`config.mk`:
```
export PLATFORM = sky130hd
export DESIGN_NAME = conv_mac_sequencer
export DESIGN_NICKNAME = d
export VERILOG_FILES = /design/src/rtl/conv_mac_sequencer.sv
export SDC_FILE = /design/constraint.sdc
export NUM_CORES = 1
export LEC_CHECK = 0
export CAP_MARGIN = 20
export CORE_ASPECT_RATIO = 1.75
export CORE_MARGIN = 3
export CORE_UTILIZATION = 35
export DETAILED_ROUTE_END_ITERATION = 8
export PLACE_DENSITY = 0.76
export SLEW_MARGIN = 40
export SYNTH_ARGS = -nofsm -noshare
export SYNTH_HDL_FRONTEND = slang
export SYNTH_SLANG_ARGS = --single-unit
```
`constraint.sdc`:
```
create_clock -name clk -period 6.7 [get_ports clk]
set_input_delay 1.34 -clock clk [delete_from_list [all_inputs] [get_ports clk]]
set_output_delay 1.34 -clock clk [all_outputs]
set_load 0.03 [all_outputs]
```
`src/rtl/conv_mac_sequencer.sv`:
```
// Convolution window sequencer: streams KSIZE operand pairs through a shared pipelined
// multiplier, accumulates Q1.(DWIDTH-1) product slices onto a bias, returns one saturated result.
module conv_mac_sequencer #(
    parameter int DWIDTH    = 16,
    parameter int KSIZE     = 25,
    parameter int MULT_LAT  = 1,
    parameter int ACC_WIDTH = 21
) (
    input  logic                clk,
    input  logic                rst,
    input  logic                start,
    input  logic [DWIDTH-1:0]   bias,
    output logic                busy,
    input  logic                in_valid,
    output logic                in_ready,
    input  logic [DWIDTH-1:0]   din,
    input  logic [DWIDTH-1:0]   win,
    output logic                mult_ce,
    output logic [DWIDTH-1:0]   mult_a,
    output logic [DWIDTH-1:0]   mult_b,
    input  logic [2*DWIDTH-1:0] mult_p,
    output logic                out_valid,
    input  logic                out_ready,
    output logic [DWIDTH-1:0]   dout
);
    localparam int CW = $clog2(KSIZE + 1);
    localparam logic [CW-1:0] LAST_CNT = CW'(KSIZE - 1);

    typedef enum logic [1:0] {
        IDLE  = 2'd0,
        FEED  = 2'd1,
        DRAIN = 2'd2,
        OUT   = 2'd3
    } state_t;

    state_t               state_r, state_s;
    logic [CW-1:0]        issue_cnt_r, retire_cnt_r;
    logic [ACC_WIDTH-1:0] acc_r, acc_next_s;
    logic [MULT_LAT-1:0]  vld_pipe_r;
    logic [DWIDTH-1:0]    slice_s, dout_r;
    logic                 busy_r, in_ready_r, mult_ce_r, out_valid_r;
    logic                 pipe_run_s, in_hs_s, retire_s, last_issue_s, last_retire_s;

    function automatic logic [DWIDTH-1:0] sat_acc(input logic [ACC_WIDTH-1:0] a);
        logic [ACC_WIDTH-DWIDTH:0] top;
        top = a[ACC_WIDTH-1:DWIDTH-1];
        if (top == {(ACC_WIDTH-DWIDTH+1){1'b0}} || top == {(ACC_WIDTH-DWIDTH+1){1'b1}})
            sat_acc = a[DWIDTH-1:0];
        else if (a[ACC_WIDTH-1])
            sat_acc = {1'b1, {(DWIDTH-1){1'b0}}};
        else
            sat_acc = {1'b0, {(DWIDTH-1){1'b1}}};
    endfunction

    assign mult_a    = din;
    assign mult_b    = win;
    assign busy      = busy_r;
    assign in_ready  = in_ready_r;
    assign mult_ce   = mult_ce_r;
    assign out_valid = out_valid_r;
    assign dout      = dout_r;

    // Low DWIDTH bits of P >>> (DWIDTH-1) are exactly P[2*DWIDTH-2 -: DWIDTH] (floor truncation)
    assign slice_s       = DWIDTH'($signed(mult_p) >>> (DWIDTH - 1));
    assign acc_next_s    = acc_r + {{(ACC_WIDTH-DWIDTH){slice_s[DWIDTH-1]}}, slice_s};
    assign pipe_run_s    = (state_r == FEED) || (state_r == DRAIN);
    assign in_hs_s       = in_valid && (state_r == FEED);
    assign retire_s      = pipe_run_s && vld_pipe_r[MULT_LAT-1];
    assign last_issue_s  = in_hs_s && (issue_cnt_r == LAST_CNT);
    assign last_retire_s = retire_s && (retire_cnt_r == LAST_CNT);

    // Next-state decode for the window sequencer
    always_comb begin
        state_s = state_r;
        case (state_r)
            IDLE:    if (start) state_s = FEED; else state_s = IDLE;
            FEED:    if (last_issue_s) state_s = DRAIN; else state_s = FEED;
            DRAIN:   if (last_retire_s) state_s = OUT; else state_s = DRAIN;
            OUT:     if (out_ready) state_s = IDLE; else state_s = OUT;
            default: state_s = IDLE;
        endcase
    end

    // State register and registered control outputs decoded from the next state
    always_ff @(posedge clk or posedge rst) begin
        if (rst) begin
            state_r    <= IDLE;
            busy_r     <= 1'b0;
            in_ready_r <= 1'b0;
            mult_ce_r  <= 1'b0;
        end else begin
            state_r    <= state_s;
            busy_r     <= (state_s != IDLE);
            in_ready_r <= (state_s == FEED);
            mult_ce_r  <= (state_s == FEED) || (state_s == DRAIN);
        end
    end

    // Datapath: bias load, issue/retire bookkeeping, valid pipe, accumulation and result
    always_ff @(posedge clk or posedge rst) begin
        if (rst) begin
            acc_r        <= {ACC_WIDTH{1'b0}};
            issue_cnt_r  <= {CW{1'b0}};
            retire_cnt_r <= {CW{1'b0}};
            vld_pipe_r   <= {MULT_LAT{1'b0}};
            dout_r       <= {DWIDTH{1'b0}};
            out_valid_r  <= 1'b0;
        end else begin
            if (state_r == IDLE && start) begin
                acc_r        <= {{(ACC_WIDTH-DWIDTH){bias[DWIDTH-1]}}, bias};
                issue_cnt_r  <= {CW{1'b0}};
                retire_cnt_r <= {CW{1'b0}};
                vld_pipe_r   <= {MULT_LAT{1'b0}};
            end
            if (pipe_run_s) begin
                vld_pipe_r[0] <= in_hs_s;
                for (int i = 1; i < MULT_LAT; i++)
                    vld_pipe_r[i] <= vld_pipe_r[i-1];
            end
            if (in_hs_s)
                issue_cnt_r <= issue_cnt_r + CW'(1);
            if (retire_s) begin
                acc_r        <= acc_next_s;
                retire_cnt_r <= retire_cnt_r + CW'(1);
            end
            if (last_retire_s) begin
                dout_r      <= sat_acc(acc_next_s);
                out_valid_r <= 1'b1;
            end else if (state_r == OUT && out_ready) begin
                out_valid_r <= 1'b0;
            end
        end
    end
endmodule

```
==> run summary <==
The sequential element share of the synthesized area is 35.1%. The vertical die dimension is 145 um. The port buffer count came out at 56. The share of the core filled with cells in the final layout came out at 41.3%. The initialized floorplan defines 50 standard-cell rows. The number of design rule violations left after detail routing is 0. The number of global-route vias before repair is 3243.

The combinational group share of total power is 58.1%. The worst slack after detailed placement came out at 1310 ps. STA classifies the critical path startpoint as a primary input. In this run, post-CTS repair resized a total of 0 instances. On the critical path, the stage with the largest delay is an instance of xnor2_1. The minimum hold slack came out at 487 ps. The combined area of all synthesized cells is 3850 um2.

Clock-pin slew was measured on the worst setup and hold paths at 70 ps. The root buffer cell is clkbuf_16. Setup repair after global routing left no endpoint under its margin.

The number of max-capacitance violations reported came out at 0. The switching share of power came out at 44.2%. Averaged over all synthesized cells, the footprint is 9.36 um2. The post-CTS setup buffer count came out at 0. The total routing resource utilization after global routing is 15.5%. The sequential fraction of design power came out at 27.3%. The total setup violations reported at the end of the flow came out at 0.

The critical path goes through clkdlybuf4s50_1 > ha_1 > fa_1 > a21oi_1 > o211ai_1 > a21o_1 > a2111oi_0 > o21bai_1 > xnor2_1 > a2bb2oi_1 > buf_4 > o32a_1. The run finished with clean final reports. The total number of yosys warnings came out at 0. The cell area after layout came out at 4420 um2. Clock skew on the completed layout was measured at 5.20 ps. The overall power after layout came out at 1.79 mW.

The fraction of layout instances using a drive strength above 1 came out at 5.87%. The final worst-path setup slack is 1590 ps. The total power density per cell area came out at 404 nW/um2.

The final count of pins violating max slew came out at 0. Summing all placed instances gives a cell area of 4280 um2. STA puts the critical path data arrival time at 5290 ps. The critical path's largest stage delay is 520 ps.

The minimum period implied by the final worst setup slack is 5110 ps. The number of nets in the synthesized netlist is 529. The power share of the clock group is 14.6%.

For the worst setup path, the data required time is 6880 ps. The floorplan step defined a core boundary enclosing 10700 um2. Dividing the detail-routed wire length by the instance count gives 17.1 um. The synthesized instance count came out at 412. For this design, the CTS-stage hold fixing added 0 buffers. The starting density of the core is 36.0%. The clock sink total came out at 54. The critical path class is in -> reg. TritonCTS built the clock tree.

The number of antenna violations at the first check in global routing came out at 0. At the pin with the least slew margin, the transition time is 735 ps. The number of vias after detailed routing is 3108.

In this run, distinct cell masters in the synthesized netlist total 56. The area added between synthesis and finish is 14.7%. The worst hold path belongs to the class reg -> reg. The largest driver fanout on the critical path is 10. In this run the remaining antenna-violating nets after routing total 0. The per-cell via count in the routed design came out at 5.59. After synthesis the netlist holds a flip-flop and latch count of 54. The final layout contains 544 nets. In the synthesized netlist the async set-or-reset flop fraction comes to 100%. The cell-internal power is 0.998 mW.

The width of the die came out at 85.3 um. The maximum count of clock buffers along a single path is 2. STA classifies the critical path endpoint as a flop. The highest achievable clock rate came out at 0.196 GHz. The number of buffers added by the clock tree synthesis step is 5. The reported leakage power came out at 1.92 nW. The floorplan step defined a die boundary enclosing 12400 um2. The total net switching power came out at 0.790 mW. The number of cells after detailed placement is 550. The total negative slack for setup checks is 0 ps. Leaving out fill and tap cells, the most frequent cell in the layout is clkdlybuf4s50_1.

The post-detailed-placement half-perimeter wirelength is 7100 um. The clock latency on the worst-skew pair came out at 290 ps. The worst pin sits at a relative slew slack of 50.8%. The routability-driven placement congestion ratio came out at 0.873. The number of standard cells in the final layout excluding fillers is 556. The I/O pin count came out at 137.

Yosys mapped a number of flops with a built-in enable equal to 0. The first-pass GRT wire length came out at 15400 um. The final period utilization came out at 76.3%.

The top cell types in the final layout, fill and taps aside, are clkdlybuf4s50_1 (56), dfrtp_1 (54), a21oi_1 (39), o21ai_0 (37), nand2_1 (37). The maximum level of the CTS H-tree is 2. The overall routed net length came out at 9490 um. The maximum VDD drop came out at 0.207 mV. The first routing iteration left 125 violations. Before antenna repair, the detailed router went through 4 iterations. The prevailing post-synth register cell is dfrtp_1. The diode insertion count for antenna repair came out at 0. The number of failing hold endpoints at the final stage is 0. The final global-route overflow total came out at 0. The largest net degree at the start of global routing is 55.
state kept, by name (all words and copies together), names as in the netlist:
name and flops:
issue_cnt_r 5, busy 1, vld_pipe_r 1, acc_r 21, mult_ce 1, retire_cnt_r 5, dout 16, state_r 2
in_ready 1, out_valid 1
power by group through the flow:
stage	clock (mW)	combinational, mW	sequential (mW)
after detailed placement	0	1.03	0.494
final	0.260	1.04	0.488
after CTS	0.264	1.04	0.488
after global placement	0	0.998	0.486
after floorplan	0	0.825	0.498
after global routing	0.276	1.16	0.502
cell families (layout without fill, tap and decap cells):
| kind of cell | Yosys count | count (layout) | synth area share [%] |
|---|---|---|---|
| multiplexers | 14 | 14 | 3.70 |
| adder cells (fa/ha/maj) | 32 | 32 | 10.6 |
| flip-flops | 54 | 54 | 35.1 |
| AO/OA/AOI/OAI | 143 | 143 | 25.9 |
| buffers and inverters | 67 | 81 | 9.90 |
| AND/OR/NAND/NOR | 85 | 85 | 11.0 |
| XOR/XNOR | 17 | 17 | 3.86 |
cell type report:
type	instances	area, um2
Fill cell	1029	6270
Multi-Input combinational cell	291	2120
Sequential cell	54	1350
Timing Repair Buffer	59	583
Tap cell	130	163
Clock buffer	6	139
Inverter	16	62.6
critical path: cells and delay by family:
family,cells,cell delay [ps]
compound gates,7,2030
fa+ha+maj,2,670
xor+xnor,1,520
buf+inv,2,700
layer usage:
layer | global-route usage (%) | vias up | routed length [um]
li1 | - | 1502 | -
met2 | 29.8 | 71 | 5200
met5 | 0 | - | 0
met3 | 2.55 | 31 | 391
met4 | 6.01 | 0 | 266
met1 | 16.5 | 1504 | 3620
Yosys cell counts, types with 2 or more instances:
cell	instances	area (um2)
nand4_1	6	37.5
nand2_1	38	143
a21oi_1	39	195
nor3_1	2	10.0
a21o_1	8	60.1
a211oi_1	8	60.1
buf_1	2	7.51
o21ai_0	37	185
buf_4	32	240
ha_1	31	388
mux2i_1	12	120
nor2b_1	6	37.5
o21a_1	4	30.0
o21ai_1	2	10.0
a31oi_1	5	31.3
nor2_1	10	37.5
nand3_1	7	35.0
and3_1	5	31.3
inv_1	16	60.1
o21bai_1	5	37.5
buf_2	2	10.0
xor2_1	4	35.0
a22o_1	2	17.5
clkbuf_1	14	52.6
xnor2_1	13	114
o221a_1	13	146
mux2_2	2	22.5
and2_1	2	12.5
dfrtp_1	54	1350
o211ai_1	5	37.5
worst paths after layout:
kind                            start             end  slack (ps)  depth (start not counted)
max in group asynchronous         rst        dout[11]        4720                          2
max                        mult_p[15]         dout[2]        1590                         12
min in group asynchronous         rst  issue_cnt_r[2]        1520                          2
max reg2reg                  acc_r[0]         dout[2]        2700                         11
min reg2reg                 out_valid       out_valid         490                          1
min                         out_valid       out_valid         490                          1
Note: power is estimated with default switching activity, not from simulation.
